File: src/rtl/rgb_pattern_source.sv
// AXI-Stream RGB test-pattern source: solid, ramp, checkerboard and index patterns, N frames per run.
// Optional build macro RGB_SRC_STALL_EN inserts LFSR-driven bubbles between beats; the pixel order is unchanged.
module rgb_pattern_source #(
  parameter int DATA_WIDTH = 8,
  parameter int H_ACTIVE   = 16,
  parameter int V_ACTIVE   = 8
) (
  input  logic                    clk,
  input  logic                    rst,
  input  logic                    start,
  input  logic [1:0]              pattern_sel,
  input  logic [3*DATA_WIDTH-1:0] solid_rgb,
  input  logic [7:0]              num_frames,
  output logic                    busy,
  output logic                    done,
  output logic [3*DATA_WIDTH-1:0] m_tdata_rgb,
  output logic                    m_tvalid_rgb,
  input  logic                    m_tready_rgb,
  output logic                    m_tlast_rgb,
  output logic                    m_tuser_rgb
);

  localparam int XW = (H_ACTIVE > 1) ? $clog2(H_ACTIVE) : 1;
  localparam int YW = (V_ACTIVE > 1) ? $clog2(V_ACTIVE) : 1;

  typedef enum logic {IDLE, RUN} state_t;

  state_t                  state_q, state_d;
  logic [XW-1:0]           x_q, nx;
  logic [YW-1:0]           y_q, ny;
  logic [7:0]              frame_q, nframe;
  logic [1:0]              pat_q;
  logic [3*DATA_WIDTH-1:0] solid_q;
  logic [7:0]              nfr_q;
  logic                    accept, xfer, last_beat, load_ok;

  function automatic logic [3*DATA_WIDTH-1:0] pix(input logic [1:0] sel,
                                                  input logic [3*DATA_WIDTH-1:0] solid,
                                                  input logic [XW-1:0] px,
                                                  input logic [YW-1:0] py);
    logic [31:0]           xe, ye, s, p;
    logic [DATA_WIDTH-1:0] ones;
    xe   = 32'(px);
    ye   = 32'(py);
    s    = xe + ye;
    p    = ye * 32'(H_ACTIVE) + xe;
    ones = '1;
    case (sel)
      2'd0:    pix = solid;
      2'd1:    pix = {xe[DATA_WIDTH-1:0], ye[DATA_WIDTH-1:0], s[DATA_WIDTH-1:0]};
      2'd2:    pix = (xe[3] ^ ye[3]) ? {3{ones}} : '0;
      default: pix = {3{p[DATA_WIDTH-1:0]}};
    endcase
  endfunction

`ifdef RGB_SRC_STALL_EN
  logic [15:0] lfsr_q;

  // Fibonacci form, taps 16,14,13,11; free-runs only while a run is active.
  always_ff @(posedge clk) begin
    if (rst) begin
      lfsr_q <= 16'hACE1;
    end else if (state_q == RUN) begin
      lfsr_q <= {lfsr_q[14:0], lfsr_q[15] ^ lfsr_q[13] ^ lfsr_q[12] ^ lfsr_q[10]};
    end
  end

  assign load_ok = lfsr_q[0];
`else
  assign load_ok = 1'b1;
`endif

  assign accept = (state_q == IDLE) && start && !done;
  assign xfer   = m_tvalid_rgb && m_tready_rgb;

  always_comb begin
    nx        = x_q + XW'(1);
    ny        = y_q;
    nframe    = frame_q;
    last_beat = 1'b0;
    if (x_q == XW'(H_ACTIVE - 1)) begin
      nx = '0;
      ny = y_q + YW'(1);
      if (y_q == YW'(V_ACTIVE - 1)) begin
        ny     = '0;
        nframe = frame_q + 8'd1;
        last_beat = (frame_q == nfr_q - 8'd1);
      end
    end
  end

  always_comb begin
    state_d = state_q;
    case (state_q)
      IDLE:    if (accept) state_d = RUN;
      RUN:     if (xfer && last_beat) state_d = IDLE;
      default: state_d = IDLE;
    endcase
  end

  always_ff @(posedge clk) begin
    if (rst) begin
      state_q <= IDLE;
    end else begin
      state_q <= state_d;
    end
  end

  // Counters name the beat currently presented (or waiting for a bubble to clear).
  always_ff @(posedge clk) begin
    if (rst) begin
      x_q          <= '0;
      y_q          <= '0;
      frame_q      <= '0;
      pat_q        <= '0;
      solid_q      <= '0;
      nfr_q        <= 8'd1;
      busy         <= 1'b0;
      done         <= 1'b0;
      m_tvalid_rgb <= 1'b0;
      m_tdata_rgb  <= '0;
      m_tlast_rgb  <= 1'b0;
      m_tuser_rgb  <= 1'b0;
    end else begin
      done <= 1'b0;
      if (accept) begin
        pat_q        <= pattern_sel;
        solid_q      <= solid_rgb;
        nfr_q        <= (num_frames == 8'd0) ? 8'd1 : num_frames;
        x_q          <= '0;
        y_q          <= '0;
        frame_q      <= '0;
        busy         <= 1'b1;
        m_tvalid_rgb <= load_ok;
        m_tdata_rgb  <= pix(pattern_sel, solid_rgb, '0, '0);
        m_tlast_rgb  <= 1'b0;
        m_tuser_rgb  <= 1'b1;
      end else if (state_q == RUN) begin
        if (xfer) begin
          if (last_beat) begin
            busy         <= 1'b0;
            done         <= 1'b1;
            m_tvalid_rgb <= 1'b0;
          end else begin
            x_q          <= nx;
            y_q          <= ny;
            frame_q      <= nframe;
            m_tvalid_rgb <= load_ok;
            m_tdata_rgb  <= pix(pat_q, solid_q, nx, ny);
            m_tlast_rgb  <= (nx == XW'(H_ACTIVE - 1));
            m_tuser_rgb  <= (nx == '0) && (ny == '0);
          end
        end else if (!m_tvalid_rgb && load_ok) begin
          m_tvalid_rgb <= 1'b1;
          m_tdata_rgb  <= pix(pat_q, solid_q, x_q, y_q);
          m_tlast_rgb  <= (x_q == XW'(H_ACTIVE - 1));
          m_tuser_rgb  <= (x_q == '0) && (y_q == '0);
        end
      end
    end
  end

endmodule

File: config.mk
export PLATFORM = sky130hd
export DESIGN_NAME = rgb_pattern_source
export DESIGN_NICKNAME = d
export VERILOG_FILES = /design/src/rtl/rgb_pattern_source.sv
export SDC_FILE = /design/constraint.sdc
export NUM_CORES = 1
export LEC_CHECK = 0
export ABC_AREA = 1
export BUFFER_PORTS_ARGS = -buffer_cell sky130_fd_sc_hd__buf_2
export CAP_MARGIN = 20
export CORE_ASPECT_RATIO = 1.2
export CORE_MARGIN = 2
export CORE_UTILIZATION = 50
export CTS_CLUSTER_DIAMETER = 50
export DETAILED_ROUTE_END_ITERATION = 10
export GPL_TIMING_DRIVEN = 0
export PLACE_DENSITY = 0.71
export SLEW_MARGIN = 5
export SYNTH_ARGS = -nofsm -noshare
export SYNTH_HDL_FRONTEND = slang
export SYNTH_SLANG_ARGS = --single-unit
File: constraint.sdc
create_clock -name clk -period 3 [get_ports clk]
set_clock_uncertainty 0.1 [all_clocks]
set_input_delay 0.9 -clock clk [delete_from_list [all_inputs] [get_ports clk]]
set_output_delay 0.9 -clock clk [all_outputs]
set_load 0.01 [all_outputs]
==> metrics.sh, run 1 <==
RUN_STATUS='finished, final reports clean'
FINAL_CORE_UTIL_PCT=59.2
WORSTSKEWPAIRLATENCY_PS=370
DP_WORST_SETUP_SLACK_PS=-105
TIMING_WORST_SETUP_PATH_TYPE='register to register'
CAP_VIOLATIONS=0
CORE_AREA_MM2=0.00899
CTS.HTREE.LEVELS=3
TIMING.HOLD.WORST.CLASS='register to register'
POWER.SHARE.SWITCHING_PCT=30.5
FINALHOLDVIOLATIONS=0
BUFFER_PORTS.INSERTED=66
DIEAREA_MM2=0.00993
COMBINATIONAL_GROUP_SHARE_OF_TOTAL_POWER_PCT=19.3
NETSWITCHINGPOWER_W=0.000821
SYNTH.MUX.AREA_FRACTION_PCT=0
SYNTH_EDF_COUNT=0
CRITICAL_PATH_REQUIRED_PS=3170
TIMING.FINAL.SETUP_VIOLATIONS=0
ROUTED_LENGTH_PER_INSTANCE_UM=15.7
CTS_SETUP_BUFFERS=0
GRT_FIRST_PASS_WIRELENGTH_UM=22200
FINALWORSTPATHREQUIREDPERIOD_PS=2860
FINAL.SETUP.WORST_SLACK_PS=145
SYNTHARSTFLOPSHARE_PCT=0
HOLD_FIX_BUFFERS_CTS=0
PATH_MAX_FANOUT=6
YOSYS_REGISTER_BITS=79
NUMCTSBUFFERS=9
AVGVIACOUNTPERCELL=5.44
ANTENNA_VIOLATIONS_BEFORE_REPAIR=0
SYN_NETS=732
FINAL_LAYOUT_SIZE_SUFFIX_GT1_SHARE_PCT=15.4
LAYOUT_COMMONEST_CELL='sky130_fd_sc_hd__nand2_1'
DRTPASS1ITERATIONS=5
PLACE_HPWL_UM=10500
VDD_IR_DROP_MAX_mV=0.306
CLOCK.FMAX_MHz=350
FP.DIEW_UM=91.3
GRT_OVERFLOW=0
CLOCK_TREE.ROOT_CELL='sky130_fd_sc_hd__clkbuf_8'
FIRST_GLOBAL_VIAS=4595
TIMING.FINAL.CRIT_SHARE_PCT=95.2
POWER-PER-CELL-AREA_mW_PER_MM2=506
GRT_START_MAX_NET_PINS=16
ANT_NETS=0
CLOCK_POWER_SHARE_PCT=37.6
FINAL_CELL_MIX='sky130_fd_sc_hd__nand2_1, sky130_fd_sc_hd__nor2_1, sky130_fd_sc_hd__dfxtp_1, sky130_fd_sc_hd__buf_2, sky130_fd_sc_hd__inv_1'
POWER.INTERNAL_W=0.00187
ROUTED-VIA-COUNT=4790
TIGHTEST_SLEW_PS=691
SYNTH_FLOP_CELL='sky130_fd_sc_hd__dfxtp_1'
FINAL_NETS=809
POWER.LEAKAGE_nW=2.51
CP-END-KIND='register'
CTS_MAX_PATH_BUFFERS=2
YOSYS_WARNINGS=0
DIE-HEIGHT_UM=109
YOSYS.CELL_TYPES.COUNT=49
SEQ_POWER_SHARE_PCT=43.1
DRT_ITER0_MARKERS=337
POSTSYNTHCELLCOUNT=678
AVGSYNTHCELLAREA_UM2=6.75
ROUTE.FINAL.WIRE_LENGTH_UM=13800
SYNTH_COMPOUND_AREA_SHARE_PCT=18.8
YOSYS.AREA_SHARE.SIMPLE_PCT=32.1
SYN-CELL-AREA_MM2=0.00457
AREA_GROWTH_SYN_TO_LAYOUT_PCT=16.3
GRT_USE_TOTAL_PCT=28.5
CLK_PIN_SLEW_PS=90
INITIAL_UTILIZATION_PCT=50.9
CLOCK_SINK_TOTAL=79
SETUP_CRIT_START_KIND='register'
YOSYSSEQAREASHARE_PCT=34.6
RELSLEWSLACK_PCT=53.7
YOSYS.AREA_SHARE.XOR_XNOR_PCT=1.15
LAYOUT.CELLS.NON_FILLER=880
FILLERINSTANCES=902
POST-PLACE-CELLS=864
REG2REG_SLACK_PS=140
DIODES=0
DETAIL_ROUTE.DRC_VIOLATIONS=0
SYNTH_FA_HA_AREA_SHARE_PCT=4.71
FLOORPLAN.IO_PINS=67
ROWS=38
MAIN_COMBINATIONAL_CELL_FAMILY_BY_AREA_AFTER_SYNTHESIS='simple AND/OR/NAND/NOR gates'
HOLDWS_PS=350
TIMING_MAX_TRANSITION_VIOLATIONS_FINAL=0
CTS_TREE='done'
CRITPATHARRIVALTIME_PS=3030
PLACE.GP.CONGESTION=0.910
CTS-RESIZED-GATES=0
[cells in the mapped netlist (4+ instances only)]
cell type	count	share of area [%]
sky130_fd_sc_hd__a21oi_1	41	4.5
sky130_fd_sc_hd__nand3_2	4	0.88
sky130_fd_sc_hd__inv_1	63	5.2
sky130_fd_sc_hd__nor2_1	88	7.2
sky130_fd_sc_hd__nand3b_1	9	1.5
sky130_fd_sc_hd__nor3_1	6	0.66
sky130_fd_sc_hd__inv_2	4	0.33
sky130_fd_sc_hd__dfxtp_1	79	35
sky130_fd_sc_hd__nand2_2	4	0.55
sky130_fd_sc_hd__o21bai_1	15	2.5
sky130_fd_sc_hd__a22oi_1	5	0.82
sky130_fd_sc_hd__o22ai_1	17	2.3
sky130_fd_sc_hd__nand2_1	165	14
sky130_fd_sc_hd__o21ai_0	46	5.0
sky130_fd_sc_hd__nand4_1	5	0.68
sky130_fd_sc_hd__o2111ai_1	4	0.77
sky130_fd_sc_hd__ha_1	14	3.8
sky130_fd_sc_hd__clkbuf_1	18	1.5
sky130_fd_sc_hd__nand3_1	41	4.5
[per-layer routing]
| metal | up-vias | part of all wire (%) | wire [µm] | track usage, % |
|---|---|---|---|---|
| li1 | 2389 | - | - | - |
| met1 | 2195 | 42 | 5830 | 34.3 |
| met2 | 167 | 49 | 6790 | 49.2 |
| met3 | 39 | 4.6 | 629 | 3.66 |
| met4 | 0 | 4.1 | 562 | 16.2 |
| met5 | - | 0 | 0 | 0 |
[registers in the layout, indices dropped and copies added (netlist names)]
| name | cells |
|---|---|
| m_tvalid_rgb | 1 |
| frame_q | 8 |
| solid_q | 24 |
| pat_q | 2 |
| state_q | 1 |
| busy | 1 |
| y_q | 3 |
| x_q | 4 |
| m_tlast_rgb | 1 |
| m_tdata_rgb | 24 |
| nfr_q | 8 |
| done | 1 |
| m_tuser_rgb | 1 |
[power by group through the flow]
stage	Combinational, W	Sequential (W)	Clock (W)
detailed placement	0.000511	0.00118	0
floorplan	0.000319	0.00120	0
finish	0.000518	0.00116	0.00101
global placement	0.000504	0.00118	0
global route	0.000576	0.00117	0.00107
CTS	0.000514	0.00116	0.00103
[kinds of logic after synthesis]
group,count (synthesis)
DFF,79
xor gates and xnor gates,6
buffers and inverters,98
adders and majority gates,16
AOI/OAI and AO/OA,145
and+or+nand+nor,334
[critical path: stages (launching register included)]
cell and delay [ps]:
sky130_fd_sc_hd__dfxtp_2 400, sky130_fd_sc_hd__ha_1 220, sky130_fd_sc_hd__nand2_2 120, sky130_fd_sc_hd__nor2_8 150, sky130_fd_sc_hd__nand3_1 90, sky130_fd_sc_hd__o21ai_1 240
sky130_fd_sc_hd__ha_2 290, sky130_fd_sc_hd__fa_1 420, sky130_fd_sc_hd__a21oi_1 130, sky130_fd_sc_hd__a21oi_1 100, sky130_fd_sc_hd__a21oi_1 170, sky130_fd_sc_hd__o22ai_2 130
sky130_fd_sc_hd__nor2_1 150, sky130_fd_sc_hd__nor2_1 50
[per-stage QoR]
step / area [µm²] / total power (W) / TNS (ps)
floorplan: 4570 / 0.00151 / 0
global placement: 5050 / 0.00168 / -514
detailed placement: 5050 / 0.00169 / -1070
CTS: 5310 / 0.00270 / 0
global route: 5320 / 0.00281 / -16.6
finish: 5320 / 0.00269 / 0
[final cells by class]
cell class	count	area [µm²]	share of cell area, %
well taps	120	150	2.82
clock inverters	7	128	2.40
multi-input cells	501	2600	48.9
flip-flops and latches	79	1580	29.8
repair buffers	66	330	6.21
inverters	71	274	5.15
plain buffers	27	125	2.35
clock buffers	9	124	2.33
[final timing paths]
check / start / to / cells after the start
min reg2reg: m_tlast_rgb$_SDFFE_PP0P_ / m_tlast_rgb$_SDFFE_PP0P_ / 2
max: x_q[1]$_SDFFE_PP0P_ / m_tdata_rgb[1]$_SDFFE_PP0P_ / 13
max reg2reg: x_q[1]$_SDFFE_PP0P_ / m_tdata_rgb[1]$_SDFFE_PP0P_ / 13
min: m_tlast_rgb$_SDFFE_PP0P_ / m_tlast_rgb$_SDFFE_PP0P_ / 2
(Power assumes the default switching activity.)
==> run 2: changes to the inputs <==
Settings changed: ABC_AREA 1 to default.
==> metrics.sh, run 2 <==
FLOORPLAN.IO_PINS=67
DETAIL_ROUTE.DRC_VIOLATIONS=0
REG2REG_SLACK_PS=70
PATH_MAX_FANOUT=10
INITIAL_UTILIZATION_PCT=51.1
WORST_HOLD_STARTPOINT='solid_q[2]$_SDFFE_PP0P_'
FIRST_GLOBAL_VIAS=4968
HOLDPATHSTAGES=2
FINALWORSTPATHREQUIREDPERIOD_PS=2930
WORST_PATH_MAX_DELAY_CELL='sky130_fd_sc_hd__dfxtp_1'
POST-PLACE-CELLS=814
YOSYS_WARNINGS=0
CRITICAL_PATH_REQUIRED_PS=3110
ROUTED_LENGTH_PER_INSTANCE_UM=20.4
DRTPASS1ITERATIONS=5
POWER-PER-CELL-AREA_mW_PER_MM2=500
TIMING.CRITICAL_PATH.SLOWEST_CELL_DELAY_PS=420
YOSYS_REGISTER_BITS=79
CP-END-KIND='register'
SYN_NETS=680
DIEAREA_MM2=0.0105
PATH_DELAY_FAMILY='compound AO/OA/AOI/OAI gates'
DRT_ITER0_MARKERS=462
SYN-CELL-AREA_MM2=0.00486
SYNTHARSTFLOPSHARE_PCT=0
FIN_TOTAL_PWR_W=0.00295
TIMING.FINAL.CRIT_SHARE_PCT=97.8
CTS_MAX_PATH_BUFFERS=2
CRITICAL_PATH.REG2REG.ENDPOINT='m_tdata_rgb[3]$_SDFFE_PP0P_'
GRT_START_MAX_NET_PINS=16
RELSLEWSLACK_PCT=50.2
TIMING.FINAL.SETUP_VIOLATIONS=0
SYNTH_TOP_CELL_BY_AREA='sky130_fd_sc_hd__dfxtp_1'
CAP_VIOLATIONS=0
GRT_OVERFLOW=0
CTS_TREE='done'
BUFFER_PORTS.INSERTED=64
DIE-HEIGHT_UM=112
SYNTH_EDF_COUNT=0
GRT_FIRST_PASS_WIRELENGTH_UM=26500
ANTENNA_VIOLATIONS_BEFORE_REPAIR=0
AREA_GROWTH_SYN_TO_LAYOUT_PCT=21.5
YOSYSSEQAREASHARE_PCT=32.5
DIODES=0
FRACTION_OF_POST_SYNTHESIS_CELL_AREA_IN_THE_TOP_CELL_TYPE_BY_AREA_PCT=32.5
TOTALNEGATIVESETUPSLACK_PS=0
POST-SYNTH-TOP-COUNT-CELL='sky130_fd_sc_hd__a21oi_1'
CRITICAL_PATH.REG2REG.STARTPOINT='x_q[2]$_SDFFE_PP0P_'
WORSTSKEWPAIRLATENCY_PS=340
CORE_AREA_MM2=0.00952
TIMING_WORST_SETUP_PATH_TYPE='register to register'
ANT_NETS=0
FINAL_CELL_MIX='sky130_fd_sc_hd__a21oi_1, sky130_fd_sc_hd__nand2_1, sky130_fd_sc_hd__dfxtp_1, sky130_fd_sc_hd__buf_2, sky130_fd_sc_hd__o21ai_0'
TIMING_MAX_TRANSITION_VIOLATIONS_FINAL=0
FILLERINSTANCES=905
GLOBALROUTE.BUSIESTLAYER='met2'
GLOBAL_ROUTE.USAGE.MET3_PCT=4.63
NUMCTSBUFFERS=9
YOSYS.CELL_TYPES.COUNT=71
ROWS=39
ROUTED-VIA-COUNT=5272
RUN_STATUS='finished, final reports clean'
PLACE.GP.CONGESTION=0.983
HOLDWS_PS=359
LAYOUT_COMMONEST_CELL='sky130_fd_sc_hd__a21oi_1'
AVGSYNTHCELLAREA_UM2=7.77
TIMING.HOLD.WORST.CLASS='register to register'
FINALHOLDVIOLATIONS=0
POSTSYNTHCELLCOUNT=626
CRITICAL_PATH_BUF_INV_COUNT=3
SYNTH_FLOP_CELL='sky130_fd_sc_hd__dfxtp_1'
PLACE_HPWL_UM=12600
GRT_USE_TOTAL_PCT=32.6
GRT_UTIL_MET1_PCT=41.9
AVGVIACOUNTPERCELL=6.28
GROUTE.LAYER.MET2.USAGE_PCT=53.7
CLOCK_SINK_TOTAL=79
FP.DIEW_UM=94.0
SETUP_CRIT_START_KIND='register'
CLOCK_TREE.ROOT_CELL='sky130_fd_sc_hd__clkbuf_16'
MOST_COMMON_LIBRARY_CELLS_AFTER_SYNTHESIS='sky130_fd_sc_hd__a21oi_1, sky130_fd_sc_hd__nand2_1, sky130_fd_sc_hd__dfxtp_1'
FINAL_LAYOUT_SIZE_SUFFIX_GT1_SHARE_PCT=20.8
TIGHTEST_SLEW_PS=740
POWER.LEAKAGE_nW=2.33
FINAL_NETS=765
CTS.HTREE.LEVELS=3
PATH_CELLS='buf_2 -> nand3_4 -> buf_4 -> mux2i_4 -> inv_2 -> ha_1 -> a21o_1 -> a21oi_2 -> xor2_1 -> mux2i_1 -> a221oi_2 -> o41ai_2'
SETUP.WORST_PATH.START='x_q[2]$_SDFFE_PP0P_'
POST_SYNTH_MAIN_AREA_CONTRIBUTORS='sky130_fd_sc_hd__dfxtp_1, sky130_fd_sc_hd__a21oi_1, sky130_fd_sc_hd__nand2_1'
CLK_PIN_SLEW_PS=70
VDD_IR_DROP_MAX_mV=0.328
HOLD_END='solid_q[2]$_SDFFE_PP0P_'
FINAL_CORE_UTIL_PCT=62.1
RR_WORST_DEPTH=12
REG_TOP3='m_tdata_rgb (24), solid_q (24)'
LAYOUT.CELLS.NON_FILLER=839
CLOCK.FMAX_MHz=341
ROUTE.FINAL.WIRE_LENGTH_UM=17200
CRITPATHARRIVALTIME_PS=3040
## run 2: changes by cell type after synthesis, moves of 11 or more
cell	before	now
sky130_fd_sc_hd__clkbuf_1	18	35
sky130_fd_sc_hd__o21ai_0	46	35
sky130_fd_sc_hd__a211oi_1	2	17
sky130_fd_sc_hd__a21oi_1	41	94
sky130_fd_sc_hd__o22ai_1	17	0
sky130_fd_sc_hd__mux2i_1	0	14
sky130_fd_sc_hd__inv_1	63	18
sky130_fd_sc_hd__o21bai_1	15	0
sky130_fd_sc_hd__nand2_1	165	83
sky130_fd_sc_hd__nor2_1	88	32
sky130_fd_sc_hd__o211ai_1	3	15
sky130_fd_sc_hd__nand3_1	41	24
## run 2: power breakdown
part / internal (W) / leakage (nW) / switching (W) / total, W
clock network: 0.000825 / 0.169 / 0.000485 / 0.00131
logic: 0.000179 / 1.52 / 0.000316 / 0.000494
registers: 0.00110 / 0.650 / 0.0000441 / 0.00115
total: 0.00211 / 2.33 / 0.000845 / 0.00295
## run 2: worst max path at each step
stage                                   endpoint  slack [ps]  cells after the start
detailed placement   m_tdata_rgb[1]$_SDFFE_PP0P_        -490                     12
global placement     m_tdata_rgb[1]$_SDFFE_PP0P_        -500                     12
floorplan            m_tdata_rgb[2]$_SDFFE_PP0P_         100                     13
finish               m_tdata_rgb[3]$_SDFFE_PP0P_          70                     12
CTS                 m_tdata_rgb[10]$_SDFFE_PP0P_           5                      8
global route         m_tdata_rgb[3]$_SDFFE_PP0P_         -30                     12
## run 2: area by class of cell
cell class / count / area [µm²] / share of cell area [%]
Timing Repair Buffer: 75 / 403 / 6.82
Inverter: 19 / 71.3 / 1.21
Clock inverter: 7 / 126 / 2.14
Tap cell: 123 / 154 / 2.60
Multi-Input combinational cell: 478 / 3090 / 52.3
Buffer: 49 / 248 / 4.19
Clock buffer: 9 / 225 / 3.81
Sequential cell: 79 / 1590 / 27.0
## run 2: kinds of logic (layout without fill, tap and decap cells)
group	Yosys count	after routing	share of synthesized area, %
XOR/XNOR	15	15	2.86
AO/OA/AOI/OAI	233	233	30.5
flip-flops	79	79	32.5
multiplexers	16	16	3.35
adder cells (fa/ha/maj)	16	16	4.43
AND/OR/NAND/NOR	198	198	19.9
buffers and inverters	69	159	6.41
## run 2: what timing repair did
item / CTS / global route
setup endpoints to repair: 19 / 33
hold buffers: 0 / 0
pin swaps: 2 / 3
gates resized for setup: 15 / 17
gates cloned: 0 / 0
buffers inserted: 1 / 9
## run 2: worst min-delay path, stage by stage (launching register included)
cell and delay, ps:
sky130_fd_sc_hd__dfxtp_1 310, sky130_fd_sc_hd__nand2_1 50, sky130_fd_sc_hd__a21oi_1 50
## run 2: stage by stage
| stage | worst slack, ps | cell area (µm²) |
|---|---|---|
| after floorplan | 104 | 4860 |
| after global placement | -500 | 5340 |
| after detailed placement | -489 | 5350 |
| after CTS | 4.61 | 5770 |
| after global routing | -27.9 | 5910 |
| final | 66.2 | 5910 |
## run 2: routing by layer
layer,vias up,share of wire [%]
li1,2456,-
met4,0,4.5
met5,-,0
met3,58,6.0
met1,2502,41
met2,256,48
